==> src/rtl/des_perm_stream.sv <==
// Multi-lane DES IP / IP^-1 / pass-through permutation unit with a PIPE-deep
// registered, back-pressurable valid/ready pipeline and an accepted-beat counter.
module des_perm_stream #(
    parameter int unsigned LANES = 1,
    parameter int unsigned PIPE  = 2
) (
    input  logic                  clk,
    input  logic                  rst_n,
    input  logic                  in_valid,
    output logic                  in_ready,
    input  logic [1:0]            in_mode,
    input  logic [64*LANES-1:0]   in_data,
    output logic                  out_valid,
    input  logic                  out_ready,
    output logic [64*LANES-1:0]   out_data,
    output logic [31:0]           beat_count,
    output logic                  mode_err,
    input  logic                  err_clr
);

    localparam int unsigned W = 64 * LANES;

    localparam logic [1:0] MODE_IP     = 2'b01;
    localparam logic [1:0] MODE_IP_INV = 2'b10;
    localparam logic [1:0] MODE_RSVD   = 2'b11;

    logic [W-1:0]    data_q [PIPE];
    logic [PIPE-1:0] v_q;
    logic [PIPE-1:0] rdy;
    logic            rdy_acc;
    logic [W-1:0]    perm_beat;
    logic [31:0]     count_q;
    logic            mode_err_q;
    logic            accept;

    // DES bit i is lane bit 64-i; src is the DES index of the input bit feeding output bit i.
    function automatic logic [63:0] perm_lane(input logic [63:0] x, input logic [1:0] mode);
        logic [63:0] y;
        int unsigned r;
        int unsigned c;
        int unsigned src;
        y = x;
        for (int unsigned i = 1; i <= 64; i++) begin
            r   = (i - 1) / 8;
            c   = (i - 1) % 8;
            src = i;
            if (mode == MODE_IP) begin
                src = ((r < 4) ? (58 + 2 * r) : (57 + 2 * (r - 4))) - 8 * c;
            end else if (mode == MODE_IP_INV) begin
                src = (((c % 2) == 0) ? 40 : 8) - r + 8 * (c / 2);
            end
            y[64 - i] = x[64 - src];
        end
        return y;
    endfunction

    always_comb begin
        perm_beat = '0;
        for (int unsigned l = 0; l < LANES; l++) begin
            perm_beat[64*l +: 64] = perm_lane(in_data[64*l +: 64], in_mode);
        end
    end

    // Unrolled ready chain: a stage is ready if it or any stage downstream is empty, or out_ready.
    always_comb begin
        rdy_acc = out_ready;
        rdy     = '0;
        for (int unsigned k = 0; k < PIPE; k++) begin
            rdy_acc           = rdy_acc || !v_q[PIPE-1-k];
            rdy[PIPE-1-k]     = rdy_acc;
        end
    end

    assign in_ready   = rdy[0];
    assign accept     = in_valid && rdy[0];
    assign out_valid  = v_q[PIPE-1];
    assign out_data   = data_q[PIPE-1];
    assign beat_count = count_q;
    assign mode_err   = mode_err_q;

    always_ff @(posedge clk or negedge rst_n) begin
        if (!rst_n) begin
            v_q        <= '0;
            count_q    <= '0;
            mode_err_q <= 1'b0;
            for (int unsigned k = 0; k < PIPE; k++) begin
                data_q[k] <= '0;
            end
        end else begin
            if (rdy[0]) begin
                v_q[0]    <= in_valid;
                data_q[0] <= perm_beat;
            end
            for (int unsigned k = 1; k < PIPE; k++) begin
                if (rdy[k]) begin
                    v_q[k]    <= v_q[k-1];
                    data_q[k] <= data_q[k-1];
                end
            end
            if (accept) begin
                count_q <= count_q + 32'd1;
            end
            if (accept && (in_mode == MODE_RSVD)) begin
                mode_err_q <= 1'b1;
            end else if (err_clr) begin
                mode_err_q <= 1'b0;
            end
        end
    end

endmodule

==> config.mk <==
export PLATFORM = sky130hd
export DESIGN_NAME = des_perm_stream
export DESIGN_NICKNAME = d
export VERILOG_FILES = /design/src/rtl/des_perm_stream.sv
export SDC_FILE = /design/constraint.sdc
export NUM_CORES = 1
export LEC_CHECK = 0
export CAP_MARGIN = 20
export CELL_PAD_IN_SITES_DETAIL_PLACEMENT = 0
export CELL_PAD_IN_SITES_GLOBAL_PLACEMENT = 1
export CORE_ASPECT_RATIO = 0.5
export CORE_MARGIN = 2
export CORE_UTILIZATION = 40
export CTS_CLUSTER_DIAMETER = 120
export DETAILED_ROUTE_END_ITERATION = 6
export PLACE_DENSITY = 0.79
export RECOVER_POWER = 50
export SLEW_MARGIN = 20
export SYNTH_ARGS = -nofsm -noshare
export SYNTH_HDL_FRONTEND = slang
export SYNTH_SLANG_ARGS = --single-unit
==> constraint.sdc <==
create_clock -name clk -period 1.85 [get_ports clk]
set_clock_uncertainty 0.2 [all_clocks]
set_input_delay 0.37 -clock clk [delete_from_list [all_inputs] [get_ports clk]]
set_output_delay 0.37 -clock clk [all_outputs]
set_load 0.005 [all_outputs]
; ---- Word-level counts from Yosys, hierarchy flattened
; Cells that the tools add are included.
[totals]
output_inout_bits = 99
ram_bits = 0
rom_bits = 0
in_bits = 71
latch_bits = 0
word_cells = 391
memories = 0
ff_bits = 163
[classes]
reduce_logical = 7
n_shift = 0
muxes = 250
multipliers = 0
bitwise_logic = 0
add_sub_neg = 63
magnitude_cmp = 62
eq_ne = 3
div = 0
[ops]
columns = cell, n
row1 = 32-bit by 7-bit less-than comparator with 1-bit output (second input constant), 62
row2 = 7-bit by 32-bit subtractor with 32-bit output (first input constant), 62
row3 = 6-bit 2-to-1 mux, 78
row4 = 1-bit binary-select mux with 6-bit select, 62
row5 = 5-bit 2-to-1 mux, 25
row6 = 1-bit 2-to-1 mux, 64
row7 = 4-bit 2-to-1 mux, 10
row8 = 7-bit 2-to-1 mux, 5
row9 = 32-bit by 1-bit adder with 32-bit output (second input constant), 1
row10 = 32-bit 2-to-1 mux, 1
row11 = 3-bit 2-to-1 mux, 4
row12 = 2-bit == test (second input constant), 2
row13 = 2-bit by 1-bit == test with 1-bit output (second input constant), 1
row14 = 1-bit logical AND, 2
row15 = 1-bit zero test, 2
row16 = 1-bit logical OR, 2
row17 = 2-bit 2-to-1 mux, 1
row18 = 2-bit nonzero test, 1

; ---- Longest topological paths before layout
; Gate-level depths: netlist of the first run.
[logic_depth]
word_depth = 6
ltp_mapped = 13
depth_no_buf = 9

; ---- Least setup slack after synthesis of the first run
; Ideal clock, no wire load.
[synth_timing]
path_kind = input -> register
from = input port in_mode[1]
to = register data_q[90] (netlist name)
slack_ns = -1.687
cell_stages = 12
t_arrival_ns = 3.213
path_buffers = 5
required_time_ns = 1.525
setup_ns = 0.125
path_cell_list = inv_1 > ha_1 > buf_2 > buf_2 > inv_1 > buf_2 > buf_2 > ha_1 > clkbuf_1 > mux4_2 > mux4_2 > mux2_2
[synth_via]
elab_chain_len = 6
elab_cells_between_ends = 7
classes_between = 1 x add/sub / 2 x eq/ne / 4 x mux
[synth_lines]
columns = element, line_no
row1 = "start, declared", 11  ; input logic [1:0] in_mode,
row2 = 2-bit == test, 49  ; end else if (mode == MODE_IP_INV) begin
row3 = 6-bit 2-to-1 mux, 49
row4 = 6-bit 2-to-1 mux *, 47  ; if (mode == MODE_IP) begin
row5 = 7-bit by 32-bit subtractor with 32-bit output *, 52  ; y[64 - i] = x[64 - src];
row6 = 1-bit binary-select mux with 6-bit select *, 52
row7 = 1-bit 2-to-1 mux (implied by the code) *, 52
row8 = "end signal, assigned by index", 97  ; data_q[k] <= data_q[k-1];
row9 = "end, declared", 27  ; logic [W-1:0] data_q [PIPE];
; Mark *: on every way between the ends. The rest lies on a longest branch, timed or not. The select of a mux whose other input is x is not followed.
; A chain may end at the register's enable or synchronous reset.

; ---- Worst setup path after layout of the first run
[layout_timing]
from = input port in_mode[0]
to = register data_q[99] (netlist name)
; The elaborated chain is that of the path after synthesis.

==> results of run 1 <==
-- cell usage after synthesis, types with 12 or more instances --
master,n
a211oi_1,18
a21oi_1,43
a31oi_1,18
buf_2,42
buf_4,84
clkbuf_1,60
dfrtp_1,163
mux2_2,80
mux2i_1,88
mux4_2,128
nand2_1,98
nand2b_1,12
nand3_1,26
nor2_1,80
o211ai_1,14
o21ai_0,35
xnor2_1,27
-- kinds of logic after synthesis --
logic type                 synth area share [%]
muxes                                      37.1
AOI/OAI and AO/OA                          9.20
and+or+nand+nor                            9.34
xor gates and xnor gates                   2.15
adders and majority gates                 0.791
DFF                                        32.2
buffers and inverters                      9.17
-- metal layers --
metal  GRT usage [%]  share of wire [%]  vias to the layer above
met5               0               0.34                        -
met4            13.1                4.2                        4
met3            16.0                 15                      267
met2            53.1                 41                     1057
met1            49.4                 40                     6587
li1                -                  -                     5323
-- layout by cell type, fill, tap and decap left out, types with 12 or more instances in the layout --
| cell | synthesis | routed |
|---|---|---|
| nand2_1 | 98 | 79 |
| mux2i_4 | 0 | 12 |
| mux4_2 | 128 | 128 |
| o21ai_1 | 2 | 19 |
| buf_6 | 3 | 87 |
| nor2_1 | 80 | 69 |
| buf_8 | 0 | 20 |
| dlygate4sd2_1 | 0 | 107 |
| a31oi_1 | 18 | 15 |
| mux2i_1 | 88 | 65 |
| xnor2_1 | 27 | 24 |
| dfrtp_1 | 163 | 163 |
| a21oi_1 | 43 | 19 |
| o211ai_1 | 14 | 14 |
| a21oi_2 | 1 | 21 |
| buf_16 | 0 | 13 |
| buf_4 | 84 | 366 |
| clkbuf_16 | 0 | 17 |
| nand2_2 | 0 | 15 |
| mux2_2 | 80 | 72 |
| clkdlybuf4s50_1 | 0 | 46 |
| buf_12 | 0 | 45 |
| nand3_1 | 26 | 13 |
-- through the flow --
stage | power, W | hold WS [ns] | utilization [%] | cells
floorplan | 0.00738 | -0.126 | - | 1148
global placement | 0.00977 | 0.118 | 55.2 | 1905
detailed placement | 0.00985 | 0.126 | 55.2 | 1905
CTS | 0.0143 | 0.198 | 65.2 | 2086
global route | 0.0151 | 0.277 | 67.2 | 2114
finish | 0.0146 | 0.270 | 67.2 | 2115
-- worst paths after layout --
| kind | to | from | cells after the start |
|---|---|---|---|
| max in group asynchronous | data_q[90] | rst_n | 3 |
| min in group asynchronous | data_q[119] | rst_n | 2 |
| max | data_q[99] | in_mode[0] | 9 |
| min reg2reg | v_q[1] | v_q[0] | 1 |
| min | v_q[1] | v_q[0] | 1 |
| max reg2reg | data_q[119] | v_q[0] | 7 |
-- flip-flops by register name, summed over array words and instances (netlist names) --
name,flops
data_q,64
out_data,64
beat_count,32
v_q,2
mode_err,1
-- layout make-up --
| class | count | area [sq um] |
|---|---|---|
| sequential | 163 | 4080 |
| fill | 2344 | 10100 |
| inverter | 11 | 88.8 |
| antenna | 1 | 2.50 |
| clock buffer | 17 | 425 |
| multi-input combinational | 780 | 8420 |
| timing repair buffer | 705 | 6920 |
| clock inverter | 15 | 189 |
| tap | 423 | 529 |
-- power by group --
part	switching [W]	leakage [nW]	internal, W	total, W
clock network	0.00180	0.299	0.00194	0.00374
registers	0.000392	1.95	0.00423	0.00462
logic	0.00288	6.70	0.00334	0.00622
-- repair_timing --
item,4_1_cts,5_1_grt
resized for setup,403,151
pin swaps,86,79
setup buffers,140,46
hold endpoints to repair,34,0
cloned,18,0
hold buffers,1,0
setup endpoints to repair,166,94
==> out/summary.txt, run 1 <==
GRT Overall Usage - 36.8%
Reg clk slew, reported paths - 0.08 ns
gpl congestion - 1.01
outcome - finished, violations left
Post-synth ARST share - 100%
Most Frequent Cell on Critical Path - buf_12
layout cells sized above 1 - 56.1%
worst-path cell chain - buf_12 > inv_12 > ha_4 > buf_12 > buf_12 > mux4_2 > mux4_2 > nor2_2 > nor2_1
Final Cycle Share - 118%
FMAX - 0.460 GHz
Setup crit start kind - input pin
crit path kind - in2reg
DIE AREA - 33200 sq um
DRT Pass-1 Iters - 7
Setup Viol. Count Final - 72
Slew HR - 19.9%
CTS Buf Count - 17
CTS root buffer - clkbuf_16
Avg Cell Area, Syn - 11.0 sq um
slowest library cell on the worst path - mux4_2
worst-margin pin slew - 1.20 ns
delay-heaviest family, CP - multiplexers
failing checks - setup timing
Syn. warnings - 0
Residual DRC - 0
Slowest Stage Delay on Critical Path - 0.56 ns
clk_lat worst skew - 0.46 ns
Max Cap Viol - 0
area leader, netlist - dfrtp_1
first-pass GRT wire length - 88.0 mm
I/O pins - 170
RSZ-0062 raised after global routing - true
placed standard-cell area - 17000 sq um
Die H - 130 um
Starting DRT DRC Count - 1718
fin crit period - 2.18 ns
FF+latch count, synth - 163
Critical Path AT - 2.31 ns
largest cells by area after synthesis - dfrtp_1, mux4_2, mux2_2, mux2i_1, buf_4
EDFF count, synth - 0
Hold Crit Class - reg2reg
R2R setup slack - -0.21 ns
post-synthesis instance area - 12700 sq um
die extent in x - 256 um
CTS tree - done
clock sinks - 163
Yosys cell types - 64
Fin. Hold Viols - 0
drt wl/cell - 29.2 um
largest net degree at the start of global routing - 47
Routed Antenna Nets - 0
Worst Path Required - 1.98 ns
vias in the first global route - 13101
clock tree buffer depth - 2
post-route cell area - 20700 sq um
vias per std cell - 6.26
initial antenna violation count - 1
hpwl dp - 43.9 mm
pre-CTS setup slack - -1.47 ns
DR vias - 13238
Overflow after GRT - 0
PortBufs - 169
Pins Over Slew Limit - 0
Peak VDD IR - 648 uV
Leak - 8.95 nW
Synth top area share - 32.2%
Crit path buffers/inverters - 4
CP endpoint kind - flop
register area share after synthesis - 32.2%
CP Max Fanout - 6
setup_tns - -10.62 ns
Post-Synthesis Cells - 1148
# H-tree levels - 4
power per cell area - 706 nW/um^2
WL final - 61.9 mm
fin nets - 1757
main flop type after synthesis - dfrtp_1
Std-Cell Rows - 45
setup ws final - -0.326 ns
Area Growth Syn to Fin - 63.2%
syn nets - 1227
Initial Util - 41.2%
CORE AREA - 30700 sq um
Note: power is estimated with default switching activity, not from simulation.
==> inputs of run 2 (changes only) <==
--- a/config.mk
+++ b/config.mk
@@ -10,10 +10,10 @@
 export CELL_PAD_IN_SITES_GLOBAL_PLACEMENT = 1
 export CORE_ASPECT_RATIO = 0.5
 export CORE_MARGIN = 2
-export CORE_UTILIZATION = 40
+export CORE_UTILIZATION = 41
 export CTS_CLUSTER_DIAMETER = 120
 export DETAILED_ROUTE_END_ITERATION = 6
-export PLACE_DENSITY = 0.79
+export PLACE_DENSITY = 0.81
 export RECOVER_POWER = 50
 export SLEW_MARGIN = 20
 export SYNTH_ARGS = -nofsm -noshare
==> run 2 against run 1 <==
The run still ends with setup timing left. Sequential power hardly changed. Largest cell class unchanged. Utilization up 1.6 points. Global-route usage rose by 4.0 points. Routed wire length is 6.8% higher. Die area is 2.4% lower. First-iteration DRC count decreased by 9.5%. Worst setup slack lost 0.091 ns. Design area is 1.1% higher. Critical endpoint is now data_q[74].
==> out/summary.txt, run 2 (synthesis gave the netlist of run 1 again) <==
most frequent cells in the layout - buf_4, dfrtp_1, mux4_2
Slew HR - 23.4% (+3.5 points)
clock sinks - 163 (unchanged)
Psw - 0.00521 W (+2.7%)
first-pass GRT wire length - 92.2 mm (+4.8%)
Area Growth Syn to Fin - 65.0%
Std-Cell Rows - 45 (unchanged)
fin cells - 2064 (-2.4%)
Die H - 128 um (-1.2%)
CORE AREA - 30300 sq um (-1.3%)
crit path kind - in2reg
pre-CTS setup slack - -1.40 ns (+0.0744 ns)
Worst Path Required - 2.01 ns (+0.03 ns)
largest net degree at the start of global routing - 36 (-23%)
PortBufs - 169 (unchanged)
I/O pins - 170 (unchanged)
most common cell after layout, fill and taps aside - buf_4
Leak - 9.01 nW (+0.66%)
die extent in x - 252 um (-1.2%)
gpl congestion - 1.04 (+2.5%)
CTS Buf Count - 17 (unchanged)
layout cells sized above 1 - 56.1% (about the same)
Hold Crit Class - reg2reg
Hold Path Stages - 1 (unchanged)
Setup Viol. Count Final - 67 (-6.9%)
fin nets - 1730 (-1.5%)
setup ws final - -0.416 ns (-0.0907 ns)
Pins Over Slew Limit - 0 (unchanged)
GRT Overall Usage - 40.7% (+4.0 points)
Hold Crit Start - v_q[0]
part of the power in registers - 30.8% (-0.9 points)
Initial Util - 41.7% (+0.53 points)
Final Cycle Share - 123% (+4.9 points)
DR vias - 13002 (-1.8%)
Clk network pwr share - 25.2% (-0.5 points)
CP endpoint kind - flop
Starting DRT DRC Count - 1555 (-9.5%)
initial antenna violation count - 4 (+3)
Cells after DPL - 1876 (-1.5%)
R2R setup slack - -0.18 ns (+0.03 ns)
FMAX - 0.441 GHz (-4.0%)
CTS tree - done
RSZ-0062 raised after global routing - true
WHS Endpoint - v_q[1]
Reg2Reg Depth - 7 (unchanged)
Max Cap Viol - 0 (unchanged)
fin crit period - 2.27 ns (+0.0907 ns)
Reg clk slew, reported paths - 0.07 ns (about the same)
Overflow after GRT - 0 (unchanged)
worst reg2reg path endpoint - beat_count[31]
Peak VDD IR - 639 uV (-1.5%)
worst-margin pin slew - 1.15 ns (-0.0520 ns)
clock tree buffer depth - 2 (unchanged)
DIE AREA - 32400 sq um (-2.4%)
Fin. Hold Viols - 0 (unchanged)
CP Max Fanout - 8 (+2)
DRT Pass-1 Iters - 6 (-1)
clk_lat worst skew - 0.45 ns (about the same)
# H-tree levels - 4 (unchanged)
vias in the first global route - 13002 (-0.76%)
Routed Antenna Nets - 0 (unchanged)
Setup crit start kind - input pin
sw frac - 34.6% (-0.23 points)
outcome - finished, violations left
hpwl dp - 47.8 mm (+8.8%)
vias per std cell - 6.30 (+0.64%)
failing checks - setup timing
WL final - 66.1 mm (+6.8%)
Residual DRC - 0 (unchanged)
Comb pwr share - 44.0% (+1.3 points)
power per cell area - 722 nW/um^2 (+2.3%)
Critical R2R Launch - v_q[0]
drt wl/cell - 32.0 um (+9.4%)
CTS root buffer - clkbuf_16
P_int - 0.00987 W (+3.8%)
fill cell count - 2267 (-3.3%)
Critical Path AT - 2.42 ns (+0.11 ns)
-- run 2: power by group through the flow --
stage | logic (W) | registers, W | clock network (W)
3_3_place_gp | 0.00527 | 0.00468 | 0
4_1_cts | 0.00611 | 0.00463 | 0.00385
2_1_floorplan | 0.00280 | 0.00458 | 0
6_report | 0.00663 | 0.00464 | 0.00381
5_1_grt | 0.00683 | 0.00471 | 0.00397
3_5_place_dp | 0.00529 | 0.00472 | 0
-- run 2: worst max path at each step --
stage                     from          end  slack [ns]
finish              in_mode[0]   data_q[74]       -0.42
global placement    in_mode[0]  data_q[107]       -1.43
global route        in_mode[1]  data_q[119]       -0.44
CTS                 in_mode[0]   data_q[94]       -0.41
floorplan           in_mode[1]   data_q[90]       -1.04
detailed placement  in_mode[0]  data_q[107]       -1.40
-- run 2: timing repair --
item	4_1_cts	5_1_grt
cloned	17	2
hold buffers	1	0
setup buffers	105	57
setup endpoints to repair	162	82
resized for setup	422	169
endpoints found under the hold margin	31	0
pin swaps	88	84
-- run 2: per-layer routing --
layer	global-route usage [%]	wire length, um	vias to the layer above
met2	57.4	27500	858
met3	23.0	9990	157
met4	10.8	1790	6
met1	53.3	26600	6721
met5	2.26	122	-
li1	-	-	5260
-- run 2: stage by stage --
step	TNS (ns)	total power (W)	instance area, sq um	utilization (%)	hold WS, ns
after detailed placement	-91.07	0.0100	16900	55.8	0.112
after global placement	-88.38	0.00995	16900	55.8	0.102
final	-14.27	0.0151	20900	68.8	0.270
after global routing	-17.86	0.0155	20900	68.8	0.302
after CTS	-14.22	0.0146	20000	66.0	0.198
after floorplan	-15.86	0.00738	13100	-	-0.126
-- run 2: area by class of cell --
type                            count  area, sq um  area share, %
Antenna cell                        1         2.50         0.0120
Sequential cell                   163         4080           19.5
Multi-Input combinational cell    780         8560           41.0
Tap cell                          399          499           2.39
Inverter                           11         85.1          0.408
Timing Repair Buffer              678         7020           33.6
Clock inverter                     14          194          0.929
Clock buffer                       18          429           2.06
-- run 2: worst max-delay path, cell delays in order --
cell	delay (ns)
buf_12	0.12
buf_6	0.12
ha_4	0.20
buf_12	0.16
buf_4	0.14
buf_8	0.12
mux2i_1	0.12
buf_4	0.17
mux4_2	0.56
nor2_2	0.14
a21oi_2	0.07
a21oi_2	0.13
